<file path="src/rtl/clk_sched_pkg.sv">
// Shared types and helpers for the clock-divider scheduler.
//  state_t   : scheduler FSM states
//  DIV_W     : width of the divider divide-count
//  DWELL_W   : width of the dwell edge counter
//  clamp_div : optional floor applied to a requested divide-count
package clk_sched_pkg;

  localparam int unsigned DIV_W   = 32;
  localparam int unsigned DWELL_W = 16;

  typedef enum logic [1:0] {
    IDLE      = 2'd0,
    WAIT_EDGE = 2'd1,
    ACTIVE    = 2'd2,
    RELEASE   = 2'd3
  } state_t;

  function automatic logic [DIV_W-1:0] clamp_div(
    input logic [DIV_W-1:0] value,
    input logic [DIV_W-1:0] floor_val,
    input logic             enable
  );
    if (enable && (value < floor_val)) return floor_val;
    return value;
  endfunction

endpackage

</file>
<file path="src/rtl/clk_sched_rr_arb.sv">
// Combinational round-robin pick.
//  req    in  NUM_REQ          level requests
//  ptr    in  $clog2(NUM_REQ)  index with highest priority this pick
//  onehot out NUM_REQ          one-hot of the chosen requester
//  idx    out $clog2(NUM_REQ)  index of the chosen requester
//  valid  out 1                at least one request present
module clk_sched_rr_arb #(
  parameter int unsigned NUM_REQ = 4
) (
  input  logic [NUM_REQ-1:0]         req,
  input  logic [$clog2(NUM_REQ)-1:0] ptr,
  output logic [NUM_REQ-1:0]         onehot,
  output logic [$clog2(NUM_REQ)-1:0] idx,
  output logic                       valid
);

  localparam int unsigned ID_W = $clog2(NUM_REQ);

  int unsigned cand;

  // Scan from ptr upward with wrap; the first hit wins.
  always_comb begin
    onehot = '0;
    idx    = '0;
    valid  = 1'b0;
    cand   = 0;
    for (int unsigned off = 0; off < NUM_REQ; off++) begin
      cand = (32'(ptr) + off) % NUM_REQ;
      if (!valid && req[ID_W'(cand)]) begin
        valid                = 1'b1;
        idx                  = ID_W'(cand);
        onehot[ID_W'(cand)]  = 1'b1;
      end
    end
  end

endmodule

</file>
<file path="src/rtl/clk_div_scheduler.sv">
// Shares the divide-count input of the programmable clock divider between
// NUM_REQ requesters. Round-robin grant; a granted value is applied on the
// cycle after a divider output rising edge, then held for DWELL_EDGES edges
// (0 = until the requester drops its request).
// Optional feature: define CLK_SCHED_CLAMP_EN to floor latched values at MIN_DIV.
//  inclk          in   1                 system clock
//  Reset          in   1                 async active-low reset
//  req            in   NUM_REQ           level request per requester
//  div_req_value  in   NUM_REQ*32        requester i value at [32*i+:32]
//  outclk_mon     in   1                 divider outclk, synchronous to inclk
//  gnt            out  NUM_REQ           one-hot grant, registered
//  active_id      out  $clog2(NUM_REQ)   index of granted requester
//  busy           out  1                 high whenever not IDLE
//  div_load       out  1                 1-cycle pulse when div_clk_count updates
//  div_clk_count  out  32                divide-count to the divider
module clk_div_scheduler
  import clk_sched_pkg::*;
#(
  parameter int unsigned NUM_REQ     = 4,
  parameter logic [31:0] DEFAULT_DIV = 32'd1,
  parameter logic [15:0] DWELL_EDGES = 16'd0,
  parameter logic [31:0] MIN_DIV     = 32'd1
) (
  input  logic                       inclk,
  input  logic                       Reset,
  input  logic [NUM_REQ-1:0]         req,
  input  logic [NUM_REQ*32-1:0]      div_req_value,
  input  logic                       outclk_mon,
  output logic [NUM_REQ-1:0]         gnt,
  output logic [$clog2(NUM_REQ)-1:0] active_id,
  output logic                       busy,
  output logic                       div_load,
  output logic [31:0]                div_clk_count
);

  localparam int unsigned ID_W = $clog2(NUM_REQ);

`ifdef CLK_SCHED_CLAMP_EN
  localparam logic CLAMP_ON = 1'b1;
`else
  localparam logic CLAMP_ON = 1'b0;
`endif

  state_t               state_q, state_d;
  logic [ID_W-1:0]      ptr_q, id_q, ptr_next;
  logic [DIV_W-1:0]     val_q;
  logic [DWELL_W-1:0]   cnt_q;
  logic                 mon_q, mon_rise;
  logic                 req_held, dwell_done;
  logic                 take_grant, apply_div;

  logic [NUM_REQ-1:0]   arb_onehot;
  logic [ID_W-1:0]      arb_idx;
  logic                 arb_valid;
  logic [DIV_W-1:0]     req_val [NUM_REQ];

  always_comb begin
    for (int unsigned i = 0; i < NUM_REQ; i++) begin
      req_val[i] = div_req_value[DIV_W*i +: DIV_W];
    end
  end

  clk_sched_rr_arb #(
    .NUM_REQ (NUM_REQ)
  ) u_arb (
    .req    (req),
    .ptr    (ptr_q),
    .onehot (arb_onehot),
    .idx    (arb_idx),
    .valid  (arb_valid)
  );

  assign mon_rise   = outclk_mon & ~mon_q;
  assign req_held   = req[id_q];
  assign dwell_done = (DWELL_EDGES != '0) && (cnt_q >= DWELL_EDGES);
  assign ptr_next   = (id_q == ID_W'(NUM_REQ - 1)) ? '0 : id_q + 1'b1;

  assign active_id  = id_q;
  assign busy       = (state_q != IDLE);

  always_comb begin
    state_d    = state_q;
    take_grant = 1'b0;
    apply_div  = 1'b0;
    case (state_q)
      IDLE: begin
        if (arb_valid) begin
          state_d    = WAIT_EDGE;
          take_grant = 1'b1;
        end
      end
      WAIT_EDGE: begin
        // A drop wins over a coincident rising edge: nothing is applied.
        if (!req_held) begin
          state_d = RELEASE;
        end else if (mon_rise) begin
          state_d   = ACTIVE;
          apply_div = 1'b1;
        end
      end
      ACTIVE: begin
        if (!req_held || dwell_done) state_d = RELEASE;
      end
      RELEASE: state_d = IDLE;
      default: state_d = IDLE;
    endcase
  end

  always_ff @(posedge inclk or negedge Reset) begin
    if (!Reset) begin
      state_q       <= IDLE;
      ptr_q         <= '0;
      id_q          <= '0;
      val_q         <= '0;
      cnt_q         <= '0;
      mon_q         <= 1'b0;
      gnt           <= '0;
      div_load      <= 1'b0;
      div_clk_count <= DEFAULT_DIV;
    end else begin
      state_q  <= state_d;
      mon_q    <= outclk_mon;
      div_load <= apply_div;

      if (take_grant) begin
        id_q  <= arb_idx;
        val_q <= clamp_div(req_val[arb_idx], MIN_DIV, CLAMP_ON);
        gnt   <= arb_onehot;
      end else if (state_d == RELEASE) begin
        gnt <= '0;
      end

      if (apply_div) begin
        div_clk_count <= val_q;
        cnt_q         <= '0;
      end else if ((state_q == ACTIVE) && mon_rise && (cnt_q != '1)) begin
        cnt_q <= cnt_q + 1'b1;
      end

      if (state_q == RELEASE) ptr_q <= ptr_next;
    end
  end

endmodule

</file>
<file path="config.mk">
export PLATFORM = sky130hd
export DESIGN_NAME = clk_div_scheduler
export DESIGN_NICKNAME = d
export VERILOG_FILES = /design/src/rtl/clk_sched_pkg.sv /design/src/rtl/clk_sched_rr_arb.sv /design/src/rtl/clk_div_scheduler.sv
export SDC_FILE = /design/constraint.sdc
export NUM_CORES = 1
export LEC_CHECK = 0
export BUFFER_PORTS_ARGS = -buffer_cell sky130_fd_sc_hd__buf_2
export CORE_MARGIN = 5
export CORE_UTILIZATION = 53
export DETAILED_ROUTE_END_ITERATION = 10
export PLACE_DENSITY_LB_ADDON = 0.05
export SETUP_SLACK_MARGIN = 0.1
export SLEW_MARGIN = 20
export SYNTH_ARGS = -nofsm -noshare
export SYNTH_HDL_FRONTEND = slang
export SYNTH_SLANG_ARGS = --single-unit
export TNS_END_PERCENT = 100
</file>
<file path="constraint.sdc">
create_clock -name inclk -period 4.5 [get_ports inclk]
set_input_delay 0.9 -clock inclk [delete_from_list [all_inputs] [get_ports inclk]]
set_output_delay 0.9 -clock inclk [all_outputs]
set_load 0.05 [all_outputs]
</file>
* Word level (Yosys, flattened, before mapping) *
Cells that the tools add are included.

storage, ports and cells
  bits in registers = 76
  input port bits = 135
  output and inout port bits = 40
  word-level logic and storage cells = 92

operators by class
  add/sub/neg operators = 4
  order comparisons = 10
  equality and inequality tests = 5
  mux-type cells = 46
  bitwise logic cells = 6
  reduce and logical (&&, ||, !) cells = 13

operator list
  kind                   count
  $bmux W32 S2           1
  $mux W32               2
  $mux W4                6
  $mux W1                18
  $mux W2                9
  $lt A2 B3 Y1 const B   5
  $or A4 B4 Y4           3
  $bmux W1 S2            5
  $demux W1 S2           4
  $eq A2 B2 Y1 const B   4
  $ge A2 B1 Y1 const B   4
  $pmux W2 S4            1
  $logic_and A1 B1 Y1    7
  $add A2 B1 Y2 const B  2
  $add A2 B2 Y2 const B  2
  $reduce_bool A2 Y1     2
  $ge A3 B3 Y1 const B   1
  $logic_not A1 Y1       3
  $not A2 Y3             1
  $eq A2 B1 Y1 const B   1
  $logic_not A2 Y1       1
  $and A1 B1 Y1          1
  $not A1 Y1             1

* Logic depth before layout (Yosys ltp) *
  word-level depth = 17
  gate-level depth with buffers = 14
  gate-level depth less buffers = 7

* By module *
A second synthesis with hierarchy kept.

second synthesis, totals
  cell total of the unflattened synthesis = 339
  area, all modules = 4225.3 sq um

modules (own cells, without submodules)
  module             instances  cells an instance  area an instance (sq um)  seq. area each (sq um)
  clk_div_scheduler  1          294                3806.2                    1903.1
  clk_sched_rr_arb   1          45                 419.2                     0.0

* Worst setup path before layout *
OpenSTA, ideal clock, no wires.

  path type = reg2reg
  start = register ptr_q[0]
  end = register val_q[14]
  arrival time = 3.286 ns
  data required time = 4.370 ns
  slack = 1.084 ns
  stages on the path, launching flop included = 14
  path buffers = 6
  clock period less this slack = 3.416 ns
  cells stage by stage = dfrtp_1 > buf_4 > clkbuf_1 > inv_1 > clkbuf_1 > clkbuf_1 > ha_1 > mux4_2 > buf_6 > or3_4 > o32ai_4 > a21o_4 > buf_4 > o221ai_2

on the way
  longest elaborated chain between the ends = 16
  elaborated cells on any way between the ends = 31
  classes of those cells = add/sub (3); mux (21); bitwise (1); reduce/logical (6)

RTL lines
  item                                                    RTL line                  source
  start: declaration                                      clk_div_scheduler.sv:45   logic [ID_W-1:0] ptr_q, id_q, ptr_next;
  start signal: assignment                                clk_div_scheduler.sv:140  if (state_q == RELEASE) ptr_q <= ptr_next;
  branches (longest 16 deep; another with $add A2 B1 Y2)  -
  end signal: assignment                                  clk_div_scheduler.sv:127  val_q <= clamp_div(req_val[arb_idx], MIN_DIV, CLAMP_ON);
  end: declaration                                        clk_div_scheduler.sv:46   logic [DIV_W-1:0] val_q;

Several ways; the timed one is not identified. The select of a mux whose other input is x is not followed.
A chain may end at the register's enable or synchronous reset.

* Worst setup path in the final report *
  start = register ptr_q[0]
  end = register val_q[0]

The elaborated chain is that of the path after synthesis.

==> flow_metrics.py <==
metrics = {
    "run_status": {
        "outcome": "complete, no violations",
    },
    "worst_setup_path": {
        "critPathLaunch": "ptr_q[0]",
        "cp_max_fo": 77,
        "r2r_setup_slack_ns": 0.93,
        "startpoint_type": "flip-flop",
        "r2r_start": "ptr_q[0]",
        "worstReg2RegEnd": "val_q[0]",
        "r2r_cells": 8,
        "critPathCaptureType": "flip-flop",
        "path_class": "flip-flop to flip-flop",
        "required_ns": 4.70,
        "critPathArrivalTime_ns": 3.77,
        "cp-endpoint": "val_q[0]",
    },
    "sta": {
        "period_minus_slack_ns": 3.57,
        "clock_skew_ns": 0.00689,
        "slew_headroom": 0.352,
        "timing.final.hold_violations": 0,
        "finalCritPeriodShare": 0.793,
        "drv_slew": 0,
        "setup_viol": 0,
        "rsz0062_at_grt": "false",
        "tightest_slew_ns": 0.971,
        "max_freq_mhz": 280,
        "tns_ns": 0,
    },
    "cts": {
        "root_buffer": "clkbuf_16",
        "cts-buffers-inserted": 9,
        "postCtsSetupRepairBufs": 0,
        "h-tree-depth": 3,
        "cts_tree": "done",
        "cts_resized": 0,
        "path_clk_slew_ns": 0.06,
        "cts.sink_count": 76,
        "clockBufferDepth": 2,
        "cts_hold_buf": 0,
        "clk_latency_ns": 0.34,
    },
    "route": {
        "drtIter0Drc": 489,
        "wl_um": 18300,
        "ant_nets": 0,
        "vias_per_cell": 6.04,
        "via_count": 6327,
        "drc": 0,
        "wire_per_inst_um": 17.5,
        "first_pass_iters": 6,
    },
    "yosys": {
        "syn-num-nets": 923,
        "syn_area_um2": 6040,
        "yosysSeqAreaShare": 0.315,
        "synthMuxAreaShare": 0.0872,
        "synth_warnings": 0,
        "synth_top_area_cell": "dfrtp_1",
        "synth_fa_ha_area_frac": 0.0186,
        "yosysTopAreaCellShare": 0.311,
        "syn_inst": 779,
        "ys_types": 43,
        "syn-mean-instance-area_um2": 7.75,
        "synth_top_family_by_area": "compound AO/OA/AOI/OAI gates",
        "ys_ff_latch": 76,
        "synth-compound-area-share": 0.271,
        "synthSimpleGateAreaFrac": 0.244,
        "synth_xor_area_frac": 0.00145,
        "synthTopCellsByArea": "dfrtp_1 (31%), nand2_1 (18%), a22oi_1 (8.5%)",
    },
    "finish": {
        "postLayoutCellArea_um2": 7240,
        "finalNetCount": 1043,
        "most-common-layout-cells": "nand2_1 (296), buf_2 (173), dfrtp_1 (74), a22oi_1 (68), nor2_1 (66)",
        "layout_commonest_cell": "nand2_1",
        "drive_gt1_frac": 0.308,
        "multiInputGateArea_um2": 3810,
        "nFillCells": 997,
        "syn_to_final_growth_pct": 19.9,
        "final_util": 0.642,
        "final_cell_count_no_fill": 1048,
        "register_area_um2": 1910,
    },
    "grt": {
        "use_met3": 0.0409,
        "grt_max_degree": 132,
        "gr-total-overflow": 0,
        "met2_usage": 0.422,
        "grt_antenna_before_repair": 0,
        "grt_pass1_vias": 5984,
        "met1_usage": 0.370,
        "top_usage_layer": "met2",
        "grt_pass1_wl_um": 29400,
        "track_usage": 0.269,
    },
    "die": {
        "die_height_um": 117,
        "die_w_um": 117,
        "start_util": 0.536,
        "dieArea_um2": 13600,
        "coreArea_um2": 11300,
        "rows": 39,
        "io_pins": 175,
    },
    "place": {
        "hpwl_um": 12200,
        "globalplace.congestion": 0.874,
        "placed_area_um2": 6890,
        "port_buffers": 174,
        "dp_cells": 1030,
    },
    "flow_run": {
        "drv_cap": 0,
    },
    "pwr": {
        "ir_worst_vdd_mv": 0.552,
        "power_leakage_nw": 3.48,
        "powerDensity_nw_per_um2": 850,
    },
    "worst_hold_path": {
        "min_path_type": "flip-flop to flip-flop",
    },
}
-- synth_stat cells --
cell type and instances:
o21a_1 1, inv_1 8, a221oi_1 3, a22oi_1 68, a211o_1 3, or3_4 1
o32ai_4 1, a21oi_1 4, nor2b_1 2, o21ai_1 1, o2bb2ai_1 1, buf_4 4
a21o_1 2, dfrtp_1 75, clkbuf_1 54, mux2_2 35, nand3b_4 1, nor3_2 1
mux2i_1 2, and3_1 1, a21boi_0 1, nand2_1 296, buf_1 4, a21o_4 1
a2bb2oi_1 1, a211oi_1 65, nand2b_1 5, or2_2 1, a32oi_1 1, o21bai_1 1
o221ai_1 9, o221ai_2 24, ha_1 9, mux4_2 5, dfstp_2 1, xnor2_1 1
o21ai_0 2, o31ai_1 1, nand3_1 2, nor3_1 1, buf_6 5, nor2_1 66
buf_2 9
-- power by group --
group / internal, W / switching, W
logic: 0.00138 / 0.00266
clock network: 0.000498 / 0.000286
registers: 0.00101 / 0.000315
-- through the flow --
| step | worst slack [ns] | power (W) | hold slack, ns |
|---|---|---|---|
| after global routing | 0.641 | 0.00662 | 0.506 |
| after CTS | 0.931 | 0.00613 | 0.489 |
| after detailed placement | 0.949 | 0.00533 | 0.468 |
| final | 0.930 | 0.00616 | 0.487 |
| after global placement | 1.07 | 0.00519 | 0.465 |
| after floorplan | 1.08 | 0.00443 | 0.452 |
-- critical path, cell delays in order (launching register included) --
cell and delay, ns:
dfrtp_4 0.97, inv_4 0.05, ha_1 0.41, mux4_2 0.47
nor3_2 0.29, a21o_1 0.18, buf_4 0.25, nand3b_4 0.56
o221ai_1 0.21
-- final cells by class --
class | count | share of cell area
sequential | 76 | 0.263
tap | 143 | 0.0247
inverter | 8 | 0.00449
multi-input combinational | 619 | 0.526
timing repair buffer | 185 | 0.138
antenna | 1 | 0.000346
clock inverter | 5 | 0.0104
clock buffer | 11 | 0.0335
-- state kept, by name, indices dropped and copies added, names as in the netlist --
signal	cells
state_q	2
ptr_q	2
div_load	1
div_clk_count	32
mon_q	1
active_id	2
val_q	32
gnt	4
-- cell families after synthesis --
group           after synthesis
mux                          42
buf+inv                      84
simple gates                377
compound gates              190
flops                        76
xor+xnor                      1
fa+ha+maj                     9
-- layer usage --
| layer | wire (um) | up-vias |
|---|---|---|
| li1 | - | 2980 |
| met1 | 7620 | 3012 |
| met2 | 8780 | 297 |
| met3 | 1460 | 38 |
| met4 | 463 | 0 |
| met5 | 0 | - |
-- how the worst min path moves through the flow --
| stage | cells after the start | to | startpoint |
|---|---|---|---|
| after global placement | 2 | val_q[3] | val_q[3] |
| after detailed placement | 2 | val_q[6] | val_q[6] |
| after CTS | 2 | val_q[21] | val_q[21] |
| final | 2 | val_q[21] | val_q[21] |
| after floorplan | 2 | val_q[0] | val_q[0] |
| after global routing | 2 | val_q[6] | val_q[6] |
No activity file was read; power rests on OpenSTA's default activity.
